$ cat src/rtl/sbox_iter_ctrl_if.sv
`default_nettype none
// ============================================================================
// Module  : sbox_iter_ctrl_if
// Brief   : Job handshake and round-loop control bundle for sbox_iter_ctrl.
// Rev     : 1.0  initial release
// ============================================================================
interface sbox_iter_ctrl_if #(
    parameter int ITER_W = 4
);
    logic              start_valid;
    logic              start_ready;
    logic [ITER_W-1:0] iter_count;
    logic              abort;
    logic              sel_load;
    logic              fresh_en;
    logic              reg_en;
    logic              busy;
    logic              done;
    logic [ITER_W-1:0] iter_left;

    // Job source side.
    modport master (
        output start_valid, iter_count, abort,
        input  start_ready, sel_load, fresh_en, reg_en, busy, done, iter_left
    );

    // Sequencer side.
    modport slave (
        input  start_valid, iter_count, abort,
        output start_ready, sel_load, fresh_en, reg_en, busy, done, iter_left
    );
endinterface
`default_nettype wire

$ cat src/rtl/sbox_iter_ctrl.sv
`default_nettype none
// ============================================================================
// Module  : sbox_iter_ctrl
// Brief   : Round-loop sequencer for the masked S-box: mux select, fresh
//           randomness enable, state-register gate pulse and completion.
// Rev     : 1.0  initial release
// ============================================================================
module sbox_iter_ctrl #(
    parameter int SBOX_LATENCY = 4,
    parameter int CNT_W        = 3,
    parameter int ITER_W       = 4
) (
    input  logic            clk,
    input  logic            rst,
    sbox_iter_ctrl_if.slave bus
);

    typedef enum logic [1:0] {
        S_IDLE = 2'd0,
        S_RUN  = 2'd1,
        S_CAPT = 2'd2,
        S_DONE = 2'd3
    } state_t;

    localparam logic [CNT_W-1:0]  c_lat_reload = CNT_W'(SBOX_LATENCY - 1);
    localparam logic [CNT_W-1:0]  c_lat_one    = CNT_W'(1);
    localparam logic [CNT_W-1:0]  c_lat_zero   = '0;
    localparam logic [ITER_W-1:0] c_iter_one   = ITER_W'(1);
    localparam logic [ITER_W-1:0] c_iter_zero  = '0;

    state_t            r_state;
    logic [CNT_W-1:0]  r_lat_cnt;
    logic [ITER_W-1:0] r_iter_left;
    logic              r_first;

    state_t            w_state_nxt;
    logic [CNT_W-1:0]  w_lat_cnt_nxt;
    logic [ITER_W-1:0] w_iter_left_nxt;
    logic              w_first_nxt;

    always_ff @(posedge clk or posedge rst) begin
        if (rst) begin
            r_state     <= S_IDLE;
            r_lat_cnt   <= c_lat_zero;
            r_iter_left <= c_iter_zero;
            r_first     <= 1'b0;
        end else begin
            r_state     <= w_state_nxt;
            r_lat_cnt   <= w_lat_cnt_nxt;
            r_iter_left <= w_iter_left_nxt;
            r_first     <= w_first_nxt;
        end
    end

    always_comb begin
        w_state_nxt     = r_state;
        w_lat_cnt_nxt   = r_lat_cnt;
        w_iter_left_nxt = r_iter_left;
        w_first_nxt     = r_first;

        case (r_state)
            S_IDLE: begin
                // abort is deliberately ignored here so a coincident request wins.
                if (bus.start_valid) begin
                    w_iter_left_nxt = bus.iter_count;
                    w_first_nxt     = 1'b1;
                    if (bus.iter_count == c_iter_zero) begin
                        w_state_nxt = S_DONE;
                    end else begin
                        w_state_nxt   = S_RUN;
                        w_lat_cnt_nxt = c_lat_reload;
                    end
                end
            end
            S_RUN: begin
                if (bus.abort) begin
                    w_state_nxt     = S_IDLE;
                    w_iter_left_nxt = c_iter_zero;
                    w_first_nxt     = 1'b0;
                end else if (r_lat_cnt == c_lat_zero) begin
                    w_state_nxt = S_CAPT;
                end else begin
                    w_lat_cnt_nxt = r_lat_cnt - c_lat_one;
                end
            end
            S_CAPT: begin
                w_first_nxt = 1'b0;
                if (bus.abort) begin
                    w_state_nxt     = S_IDLE;
                    w_iter_left_nxt = c_iter_zero;
                end else begin
                    // Guarded so a corrupted count can never wrap to all-ones.
                    if (r_iter_left != c_iter_zero) begin
                        w_iter_left_nxt = r_iter_left - c_iter_one;
                    end
                    if (r_iter_left <= c_iter_one) begin
                        w_state_nxt = S_DONE;
                    end else begin
                        w_state_nxt   = S_RUN;
                        w_lat_cnt_nxt = c_lat_reload;
                    end
                end
            end
            S_DONE: begin
                w_state_nxt = S_IDLE;
                w_first_nxt = 1'b0;
                if (bus.abort) begin
                    w_iter_left_nxt = c_iter_zero;
                end
            end
            default: begin
                w_state_nxt     = S_IDLE;
                w_iter_left_nxt = c_iter_zero;
                w_first_nxt     = 1'b0;
            end
        endcase
    end

    // Everything but start_ready is decoded purely from registered state.
    assign bus.start_ready = (r_state == S_IDLE) && !rst;
    assign bus.fresh_en    = (r_state == S_RUN);
    assign bus.reg_en      = (r_state == S_CAPT);
    assign bus.sel_load    = r_first && ((r_state == S_RUN) || (r_state == S_CAPT));
    assign bus.busy        = (r_state != S_IDLE);
    assign bus.done        = (r_state == S_DONE);
    assign bus.iter_left   = r_iter_left;

endmodule
`default_nettype wire

$ cat src/flat_wrapper.sv
// flat-port wrapper written by rule: the top's interface ports become plain ports
module sbox_iter_ctrl_flat 
#(
    parameter int SBOX_LATENCY = 4,
    parameter int CNT_W        = 3,
    parameter int ITER_W       = 4
)
  (clk, rst, bus_start_valid, bus_iter_count, bus_abort, bus_start_ready, bus_sel_load, bus_fresh_en, bus_reg_en, bus_busy, bus_done, bus_iter_left);
  sbox_iter_ctrl_if #(.ITER_W(ITER_W)) bus_i ();
  input  logic clk;
  input  logic rst;
  input wire logic [$bits(bus_i.start_valid)-1:0] bus_start_valid;
  input wire logic [$bits(bus_i.iter_count)-1:0] bus_iter_count;
  input wire logic [$bits(bus_i.abort)-1:0] bus_abort;
  output wire logic [$bits(bus_i.start_ready)-1:0] bus_start_ready;
  output wire logic [$bits(bus_i.sel_load)-1:0] bus_sel_load;
  output wire logic [$bits(bus_i.fresh_en)-1:0] bus_fresh_en;
  output wire logic [$bits(bus_i.reg_en)-1:0] bus_reg_en;
  output wire logic [$bits(bus_i.busy)-1:0] bus_busy;
  output wire logic [$bits(bus_i.done)-1:0] bus_done;
  output wire logic [$bits(bus_i.iter_left)-1:0] bus_iter_left;
  assign bus_i.start_valid = bus_start_valid;
  assign bus_i.iter_count = bus_iter_count;
  assign bus_i.abort = bus_abort;
  assign bus_start_ready = bus_i.start_ready;
  assign bus_sel_load = bus_i.sel_load;
  assign bus_fresh_en = bus_i.fresh_en;
  assign bus_reg_en = bus_i.reg_en;
  assign bus_busy = bus_i.busy;
  assign bus_done = bus_i.done;
  assign bus_iter_left = bus_i.iter_left;
  sbox_iter_ctrl #(.SBOX_LATENCY(SBOX_LATENCY), .CNT_W(CNT_W), .ITER_W(ITER_W)) u_core (.clk(clk), .rst(rst), .bus(bus_i));
endmodule
$ cat config.mk
export PLATFORM = sky130hd
export DESIGN_NAME = sbox_iter_ctrl_flat
export DESIGN_NICKNAME = d
export VERILOG_FILES = /design/src/rtl/sbox_iter_ctrl_if.sv /design/src/rtl/sbox_iter_ctrl.sv /design/src/flat_wrapper.sv
export SDC_FILE = /design/constraint.sdc
export NUM_CORES = 1
export LEC_CHECK = 0
export ABC_AREA = 0
export BUFFER_PORTS_ARGS = -buffer_cell sky130_fd_sc_hd__buf_2
export CAP_MARGIN = 30
export CORE_MARGIN = 4
export CORE_UTILIZATION = 30
export DETAILED_ROUTE_END_ITERATION = 8
export PLACE_DENSITY = 0.58
export SLEW_MARGIN = 20
export SYNTH_ARGS = -nofsm -noshare
export SYNTH_HDL_FRONTEND = slang
export SYNTH_SLANG_ARGS = --single-unit
$ cat constraint.sdc
create_clock -name clk -period 5.1 [get_ports clk]
set_clock_uncertainty 0.15 [all_clocks]
set_input_delay 0.765 -clock clk [delete_from_list [all_inputs] [get_ports clk]]
set_output_delay 0.765 -clock clk [all_outputs]
set_load 0.05 [all_outputs]
==> results of run 1 <==
## final timing paths
| path | startpoint | to | slack, ns | depth (start not counted) |
|---|---|---|---|---|
| setup / recovery | u_core.r_state[0]$_DFFE_PP0P_ | bus_start_ready | 2.66 | 5 |
| hold / removal | rst | u_core.r_lat_cnt[1]$_DFFE_PP0P_ | 0.35 | 2 |
| setup reg to reg | u_core.r_state[0]$_DFFE_PP0P_ | u_core.bus.iter_left[2]$_DFFE_PP0P_ | 3.01 | 6 |
| hold reg to reg | u_core.r_first$_DFFE_PP0P_ | u_core.r_first$_DFFE_PP0P_ | 0.35 | 1 |
| max in group asynchronous | rst | u_core.r_state[0]$_DFFE_PP0P_ | 4.15 | 2 |
| min in group clk | u_core.r_first$_DFFE_PP0P_ | u_core.r_first$_DFFE_PP0P_ | 0.35 | 1 |
## worst register-to-register path, cell delays in order (launching register included)
cell      delay, ns
dfrtp_1        0.44
inv_1          0.12
ha_1           0.28
nor4b_1        0.18
a221oi_2       0.49
o21ai_1        0.14
a22o_1         0.20
## cell usage after synthesis
master | number | area (um^2)
mux2_1 | 2 | 22.5
o21ai_2 | 1 | 8.76
a21oi_1 | 1 | 5.00
o21ai_0 | 2 | 10.0
a221oi_2 | 1 | 15.0
dfrtp_1 | 10 | 250
a22o_1 | 2 | 17.5
or3b_4 | 1 | 11.3
nor3_1 | 1 | 5.00
nand4_2 | 1 | 12.5
inv_1 | 10 | 37.5
a32oi_2 | 1 | 16.3
nand2b_4 | 1 | 13.8
buf_6 | 1 | 11.3
or2b_1 | 1 | 7.51
nor2_1 | 3 | 11.3
and2_1 | 1 | 6.26
o21ai_1 | 9 | 45.0
o221a_1 | 1 | 11.3
nor4_1 | 1 | 6.26
mux2_2 | 1 | 11.3
a41o_1 | 1 | 10.0
ha_1 | 10 | 125
nand2b_1 | 2 | 12.5
o211ai_1 | 1 | 7.51
nor2b_1 | 2 | 12.5
nand3_1 | 1 | 5.00
nand3b_1 | 1 | 7.51
nand2_1 | 14 | 52.6
or2_1 | 1 | 6.26
nor4b_1 | 1 | 8.76
## kinds of logic after synthesis
| kind of cell | count (synthesis) | share of synthesized area (%) |
|---|---|---|
| compound gates | 20 | 18.7 |
| fa+ha+maj | 10 | 16.0 |
| buf+inv | 11 | 6.23 |
| flops | 10 | 31.9 |
| mux | 3 | 4.31 |
| simple gates | 32 | 22.8 |
## metal layers
| layer | up-vias | part of all wire, % | track usage (%) |
|---|---|---|---|
| met5 | - | 0 | 0 |
| met1 | 299 | 45 | 13.6 |
| met3 | 2 | 3.8 | 1.53 |
| li1 | 339 | - | - |
| met2 | 12 | 49 | 17.7 |
| met4 | 0 | 1.6 | 4.85 |
## sequential cells by signal, summed over array words and instances (netlist names)
register              cells
u_core.r_first            1
u_core.r_lat_cnt          3
u_core.bus.iter_left      4
u_core.r_state            2
## through the flow
step	cells	total power, mW	hold slack [ns]	setup WS (ns)	utilization (%)
after CTS	136	0.663	0.345	2.65	37.6
after global routing	136	0.708	0.368	2.54	37.6
after detailed placement	132	0.588	0.339	2.87	36.1
after global placement	132	0.582	0.324	2.88	36.1
final	136	0.652	0.347	2.66	37.6
after floorplan	86	0.502	0.314	2.50	-
## power groups by stage
stage                     clock [mW]  sequential, mW  combinational, mW
after global placement             0           0.145              0.437
after detailed placement           0           0.146              0.442
after CTS                     0.0748           0.145              0.443
after floorplan                    0           0.181              0.321
final                         0.0713           0.145              0.436
after global routing          0.0782           0.150              0.480
## final cells by class
type                       count  area [um^2]
sequential                    10          250
tap                           30         37.5
multi-input combinational     65          484
clock buffer                   4         36.3
fill                         263         1550
timing repair buffer          17         85.1
inverter                      10         37.5
==> metrics.yaml, run 1 <==
outcome:
  status: "completed"
clock_network:
  clock_tree.buffer_depth: 2
  cts_tree: "built"
  clk_latency_ns: 0.26
  clk_pin_slew_ns: 0.07
  cts_hold_buffers: 0
  cts_root_buf: "clkbuf_4"
  htreeDepth: 1
  post-cts-setup-buffers: 0
  cts_made_buffers: 3
  clkSinkCount: 10
  post_cts_resized: 0
setup_path:
  end_kind: "primary output"
  crit_slowest_cell: "dfrtp_1"
  crit_buf_inv: 3
  max_stage_delay_ns: 0.44
  worstSetupPathType: "reg2out"
  critPathTopFamily: "buffers and inverters"
  cpMostUsedCell: "inv_1"
  critPathMaxFanout: 5
  worstPathCellList: "inv_1 -> ha_1 -> inv_1 -> nor2_1 -> buf_2"
  critical_path_required_ns: 4.18
  worstSetupStartpointType: "flip-flop"
  arrival_ns: 1.52
floorplan:
  initial_core_util_pct: 31.6
  die_area_um2: 3490
  die_x_um: 59.1
  die_y_um: 59.1
  core.rowCount: 18
  io_pins: 18
  core_um2: 2480
yosys:
  synth_area_um2: 783
  synth_seq_area_share_pct: 31.9
  ys_ff_latch: 10
  syn_inst: 86
  synth.distinct_cells: 31
  avgSynthCellArea_um2: 9.11
  syn_nets: 104
  yosysWarningCount: 0
grt:
  grt_pass1_wl_um: 2850
  grt_usage_pct: 10.6
  grt_max_degree: 11
  gr-total-overflow: 0
  antenna_found_initial: 0
  grt_pass1_vias: 628
sta:
  slew_viol_final: 0
  finalSetupViolations: 0
  period_share_pct: 47.8
  slew_headroom_pct: 64.5
  clock.fmax_mhz: 410
  finalCriticalPeriod_ns: 2.44
  hold_viol: 0
  tns_ns: 0
  rsz0062_at_grt: "no"
  tightest_slew_ns: 0.533
route:
  num_vias: 652
  initialDrtViolationCount: 9
  ant_nets: 0
  dr.pass1.iters: 4
  drc: 0
  drt_wl_total_um: 1650
  avgRoutedWirePerCell_um: 12.2
  avgViaCountPerCell: 4.79
hold_path:
  hp-class: "in2async"
power:
  ir_drop_mv: 0.313
  cellPowerDensity_nw_per_um2: 701
  p_leak_nw: 0.465
  pwr-share-clk_pct: 10.9
  seqPwrFrac_pct: 22.2
  swShare_pct: 55.2
  p_comb_share_pct: 66.9
  intPower_uw: 292
  p_sw_uw: 360
final_layout:
  final_common_cell: "buf_2"
  finish.instance_area_um2: 931
  syn2layout_area_growth_pct: 18.8
  final_cell_mix: "buf_2, nand2_1, inv_1, ha_1, dfrtp_1"
  drive_gt1_share_pct: 26.4
  n_antenna_cell: 0
  nets: 125
placement:
  place_congestion: 0.799
  portBuffers: 17
  placed_area_um2: 895
  hpwl_um: 1390
run:
  maxCapViolCount: 0
(Power assumes the default switching activity.)
==> run 2: changes to the inputs <==
--- a/config.mk
+++ b/config.mk
@@ -11,7 +11,7 @@
 export CORE_MARGIN = 4
 export CORE_UTILIZATION = 30
 export DETAILED_ROUTE_END_ITERATION = 8
-export PLACE_DENSITY = 0.58
+export PLACE_DENSITY = 0.59
 export SLEW_MARGIN = 20
 export SYNTH_ARGS = -nofsm -noshare
 export SYNTH_HDL_FRONTEND = slang
==> constraint.sdc (replaced) <==
create_clock -name clk -period 2.15 [get_ports clk]
set_clock_uncertainty 0.15 [all_clocks]
set_input_delay 0.3225 -clock clk [delete_from_list [all_inputs] [get_ports clk]]
set_output_delay 0.3225 -clock clk [all_outputs]
set_load 0.05 [all_outputs]
==> run 2 against run 1 <==
Against the previous run: register-to-register slack worse by 2.8 ns; core utilization is 1.3 points higher; global-route usage is 0.82 points higher; clock-buffer cell count stayed put; die area stayed put; clock power grew to 2.5 times the previous value; wire length is 1.7% higher; non-clock buffer count is 3 higher; combinational power is 150% higher.
==> metrics.yaml, run 2 (synthesis results as in run 1) <==
floorplan:
  io_pins: 18
  core_um2: 2480
  die_x_um: 59.1
  initial_core_util_pct: 31.6
  die_area_um2: 3490
  core.rowCount: 18
  die_y_um: 59.1
sta:
  clock.fmax_mhz: 506
  holdWs_ns: 0.247
  period_share_pct: 91.9
  finalSetupViolations: 0
  rsz0062_at_grt: "no"
  tightest_slew_ns: 0.505
  slew_headroom_pct: 66.0
  finalCriticalPeriod_ns: 1.98
  tns_ns: 0
  slew_viol_final: 0
  hold_viol: 0
setup_path:
  end_kind: "primary output"
  worstSetupPathType: "reg2out"
  cpMostUsedCell: "inv_1"
  max_stage_delay_ns: 0.44
  critical_path_required_ns: 1.68
  crit_slowest_cell: "dfrtp_1"
  critPathMaxFanout: 5
  worstPathCellList: "inv_1 -> ha_1 -> inv_1 -> nor2_2 -> buf_2"
  arrival_ns: 1.50
  worstSetupStartpointType: "flip-flop"
grt:
  antenna_found_initial: 0
  grt_pass1_vias: 665
  gr-total-overflow: 0
  grt_pass1_wl_um: 2970
  grt_max_degree: 11
  grt_usage_pct: 11.5
final_layout:
  regArea_um2: 253
  final_cell_mix: "buf_2, nand2_1, inv_1"
  final_common_cell: "buf_2"
  finish.instance_area_um2: 963
  nets: 128
  nFillCells: 279
  multi_input_area_um2: 489
  largest_reg_flops: 4
  syn2layout_area_growth_pct: 23.0
  n_antenna_cell: 0
  drive_gt1_share_pct: 31.2
clock_network:
  clkSinkCount: 10
  clk_pin_slew_ns: 0.07
  cts_root_buf: "clkbuf_4"
  clk_latency_ns: 0.28
  htreeDepth: 1
  cts_made_buffers: 3
  clock_tree.buffer_depth: 2
  cts_tree: "built"
power:
  p_total_mw: 1.59
  ir_drop_mv: 0.775
  cellPowerDensity_nw_per_um2: 1650
  p_leak_nw: 0.474
route:
  drc: 0
  avgViaCountPerCell: 4.91
  avgRoutedWirePerCell_um: 12.1
  num_vias: 682
  initialDrtViolationCount: 17
  ant_nets: 0
  dr.pass1.iters: 4
  drt_wl_total_um: 1680
hold_path:
  hp-class: "in2reg"
run:
  maxCapViolCount: 0
placement:
  placed_area_um2: 917
  place_congestion: 0.770
  portBuffers: 17
  hpwl_um: 1410
outcome:
  status: "completed"
## run 2: cell count changes in the layout (fill, tap and decap cells not counted), sizes merged
cell | before | now
buf | 17 | 19
dlygate4sd3 | 0 | 1
## run 2: through the flow
stage	cells	utilization, %	setup WS (ns)
6_report	139	38.9	0.174
5_1_grt	139	38.9	0.0404
4_1_cts	139	38.9	0.160
3_5_place_dp	134	37.0	0.175
3_3_place_gp	134	37.0	0.226
2_1_floorplan	86	-	0.0868
## run 2: layer usage
metal	up-vias	wire length (um)	GRT usage, %
li1	342	-	-
met2	12	843	19.2
met5	-	0	0
met3	5	67	2.18
met4	0	52	7.77
met1	323	717	13.0
## run 2: where the power goes
group / leakage [nW] / internal, mW / total, mW / switching [mW]
clock: 0.0210 / 0.103 / 0.180 / 0.0767
combinational: 0.333 / 0.353 / 1.07 / 0.714
sequential: 0.120 / 0.270 / 0.346 / 0.0767
## run 2: what timing repair did
item	4_1_cts	5_1_grt
hold endpoints to repair	10	0
buffers inserted	0	0
resized for setup	0	0
hold buffers	1	0
## run 2: final timing paths
path                                                startpoint                                  end  slack (ns)  cells after the start
max reg2reg                u_core.bus.iter_left[0]$_DFFE_PP0P_      u_core.r_lat_cnt[0]$_DFFE_PP0P_        0.19                      6
max in group asynchronous                                  rst  u_core.bus.iter_left[0]$_DFFE_PP0P_        1.11                      3
min                                          bus_iter_count[3]  u_core.bus.iter_left[3]$_DFFE_PP0P_        0.25                      4
max                              u_core.r_state[0]$_DFFE_PP0P_                      bus_start_ready        0.17                      5
min reg2reg                         u_core.r_first$_DFFE_PP0P_           u_core.r_first$_DFFE_PP0P_        0.36                      1
min in group asynchronous                                  rst        u_core.r_state[1]$_DFFE_PP0P_        0.43                      3
## run 2: worst max-delay path: cells and delay by family, from the launching register on
kind,cells,cell delay (ns)
buffers and inverters,3,0.47
adders and majority gates,1,0.23
DFF,1,0.44
and+or+nand+nor,1,0.09
## run 2: area by class of cell
type	count	area share (%)
sequential	10	26.2
timing repair buffer	20	11.4
clock buffer	4	3.77
tap	30	3.90
inverter	10	3.90
multi-input combinational	65	50.8
==> run 3: changes to the inputs <==
==> constraint.sdc (replaced) <==
create_clock -name clk -period 2.15 [get_ports clk]
set_clock_uncertainty 0.15 [all_clocks]
set_input_delay 0 -clock clk [delete_from_list [all_inputs] [get_ports clk]]
set_output_delay 0 -clock clk [all_outputs]
set_load 0.05 [all_outputs]
==> run 3 against run 2 <==
Against the previous run: sequential share of layout area fell by 1.2 points; largest cell class unchanged; highest routed layer unchanged; critical path type is now reg2reg; final area up 4.7%; sequential power about the same.
==> metrics.yaml, run 3 (synthesis results as in run 1) <==
setup_path:
  startpoint: "u_core.r_state[0]$_DFFE_PP0P_"
  r2r-start: "u_core.r_state[0]$_DFFE_PP0P_"
  end_kind: "flip-flop"
  critical_path_required_ns: 2.15
  worstSetupStartpointType: "flip-flop"
  worstSetupPathType: "reg2reg"
  r2r_slack_ns: 0.19
  reg2reg_depth: 7
  r2r_end: "u_core.bus.iter_left[0]$_DFFE_PP0P_"
  arrival_ns: 1.96
  critPathMaxFanout: 6
clock_network:
  clk_latency_ns: 0.27
  cts_made_buffers: 3
  clkSinkCount: 10
  cts_tree: "built"
  htreeDepth: 1
  clock_tree.buffer_depth: 2
  clk_pin_slew_ns: 0.08
  post_cts_resized: 0
  cts_root_buf: "clkbuf_4"
sta:
  tightest_slew_ns: 0.487
  slew_viol_final: 0
  finalSetupViolations: 0
  tns_ns: 0
  finalCriticalPeriod_ns: 1.96
  period_share_pct: 91.2
  hold_viol: 0
  slew_headroom_pct: 67.3
  rsz0062_at_grt: "no"
  clock.fmax_mhz: 510
grt:
  grt_max_degree: 11
  grt_pass1_wl_um: 3240
  gr-total-overflow: 0
  antenna_found_initial: 0
  grt_pass1_vias: 746
  met1_usage_pct: 13.9
  grt_usage_pct: 12.3
  grt-busiest-layer: "met2"
  gr-usage-met2_pct: 21.8
  use_met3_pct: 1.53
hold_path:
  whs_path_depth: 4
  hp-class: "in2reg"
  min_from: "bus_abort"
  hold_end: "u_core.r_state[0]$_DFFE_PP0P_"
route:
  avgViaCountPerCell: 4.94
  drc: 0
  dr.pass1.iters: 4
  drt_wl_total_um: 1800
  num_vias: 712
  initialDrtViolationCount: 10
  ant_nets: 0
  avgRoutedWirePerCell_um: 12.5
floorplan:
  die_y_um: 59.1
  core_um2: 2480
  die_area_um2: 3490
  initial_core_util_pct: 31.6
  io_pins: 18
  core.rowCount: 18
  die_x_um: 59.1
final_layout:
  nFillCells: 277
  syn2layout_area_growth_pct: 28.8
  nets: 133
  largest_reg_flops: 4
  post-route-util_pct: 40.7
  final_cell_mix: "buf_2, nand2_1, inv_1"
  final_common_cell: "buf_2"
  drive_gt1_share_pct: 29.8
  fin_cells: 144
  n_antenna_cell: 0
power:
  seqPwrFrac_pct: 21.4
  p_sw_uw: 875
  p_comb_share_pct: 67.7
  pwr-share-clk_pct: 10.9
  p_leak_nw: 0.496
  swShare_pct: 54.2
  intPower_uw: 740
  cellPowerDensity_nw_per_um2: 1600
  ir_drop_mv: 0.627
placement:
  placed_cells: 135
  hpwl_um: 1450
  place_congestion: 0.857
  portBuffers: 17
run:
  maxCapViolCount: 0
outcome:
  status: "completed"
## run 3: changes by cell type in the layout (fill, tap and decap cells not counted), sizes merged
| cell | delta |
|---|---|
| dlygate4sd3 | +4 |
| buf | +1 |
## run 3: metal layers
layer	part of all wire, %	vias to the layer above
met5	0	-
met4	3.1	0
met3	4.2	6
met2	50	22
met1	42	332
li1	-	352
## run 3: worst max-delay path by stage
stage,depth (start not counted),slack (ns),endpoint
3_3_place_gp,6,0.22,u_core.r_lat_cnt[0]$_DFFE_PP0P_
4_1_cts,6,0.18,u_core.r_lat_cnt[0]$_DFFE_PP0P_
6_report,7,0.19,u_core.bus.iter_left[0]$_DFFE_PP0P_
5_1_grt,6,0.06,u_core.r_lat_cnt[0]$_DFFE_PP0P_
3_5_place_dp,6,0.19,u_core.r_lat_cnt[0]$_DFFE_PP0P_
2_1_floorplan,6,0.09,u_core.r_lat_cnt[0]$_DFFE_PP0P_
## run 3: power by group through the flow
| stage | Sequential [mW] | Clock, mW | Combinational, mW |
|---|---|---|---|
| 2_1_floorplan | 0.432 | 0 | 0.765 |
| 3_3_place_gp | 0.348 | 0 | 1.08 |
| 3_5_place_dp | 0.350 | 0 | 1.10 |
| 4_1_cts | 0.347 | 0.181 | 1.10 |
| 5_1_grt | 0.361 | 0.194 | 1.21 |
| 6_report | 0.346 | 0.176 | 1.09 |
## run 3: layout make-up
type                    instances  area, um^2  share of cell area (%)
clock buffers                   4        36.3                    3.60
inverters                      10        37.5                    3.72
multi-input cells              65         487                    48.3
flip-flops and latches         10         253                    25.1
well taps                      30        37.5                    3.72
repair buffers                 25         158                    15.6
## run 3: what timing repair did
action	in CTS	in global routing
setup buffers	0	0
hold buffers	5	0
endpoints found under the hold margin	14	0
## run 3: worst max-delay path: stages (launching register included)
cell	delay, ns
dfrtp_1	0.44
inv_1	0.13
ha_2	0.24
nor4b_1	0.41
a221oi_2	0.18
buf_4	0.18
nand2_1	0.05
o21ai_1	0.06
## run 3: per-stage QoR
step | setup slack [ns] | cell area, um^2 | hold slack, ns | power, mW
final | 0.189 | 1010 | 0.0214 | 1.61
after detailed placement | 0.188 | 922 | -0.129 | 1.44
after floorplan | 0.0868 | 788 | -0.310 | 1.20
after global routing | 0.0634 | 1010 | 0.0539 | 1.76
after global placement | 0.219 | 922 | -0.135 | 1.43
after CTS | 0.180 | 1010 | 0.0201 | 1.63
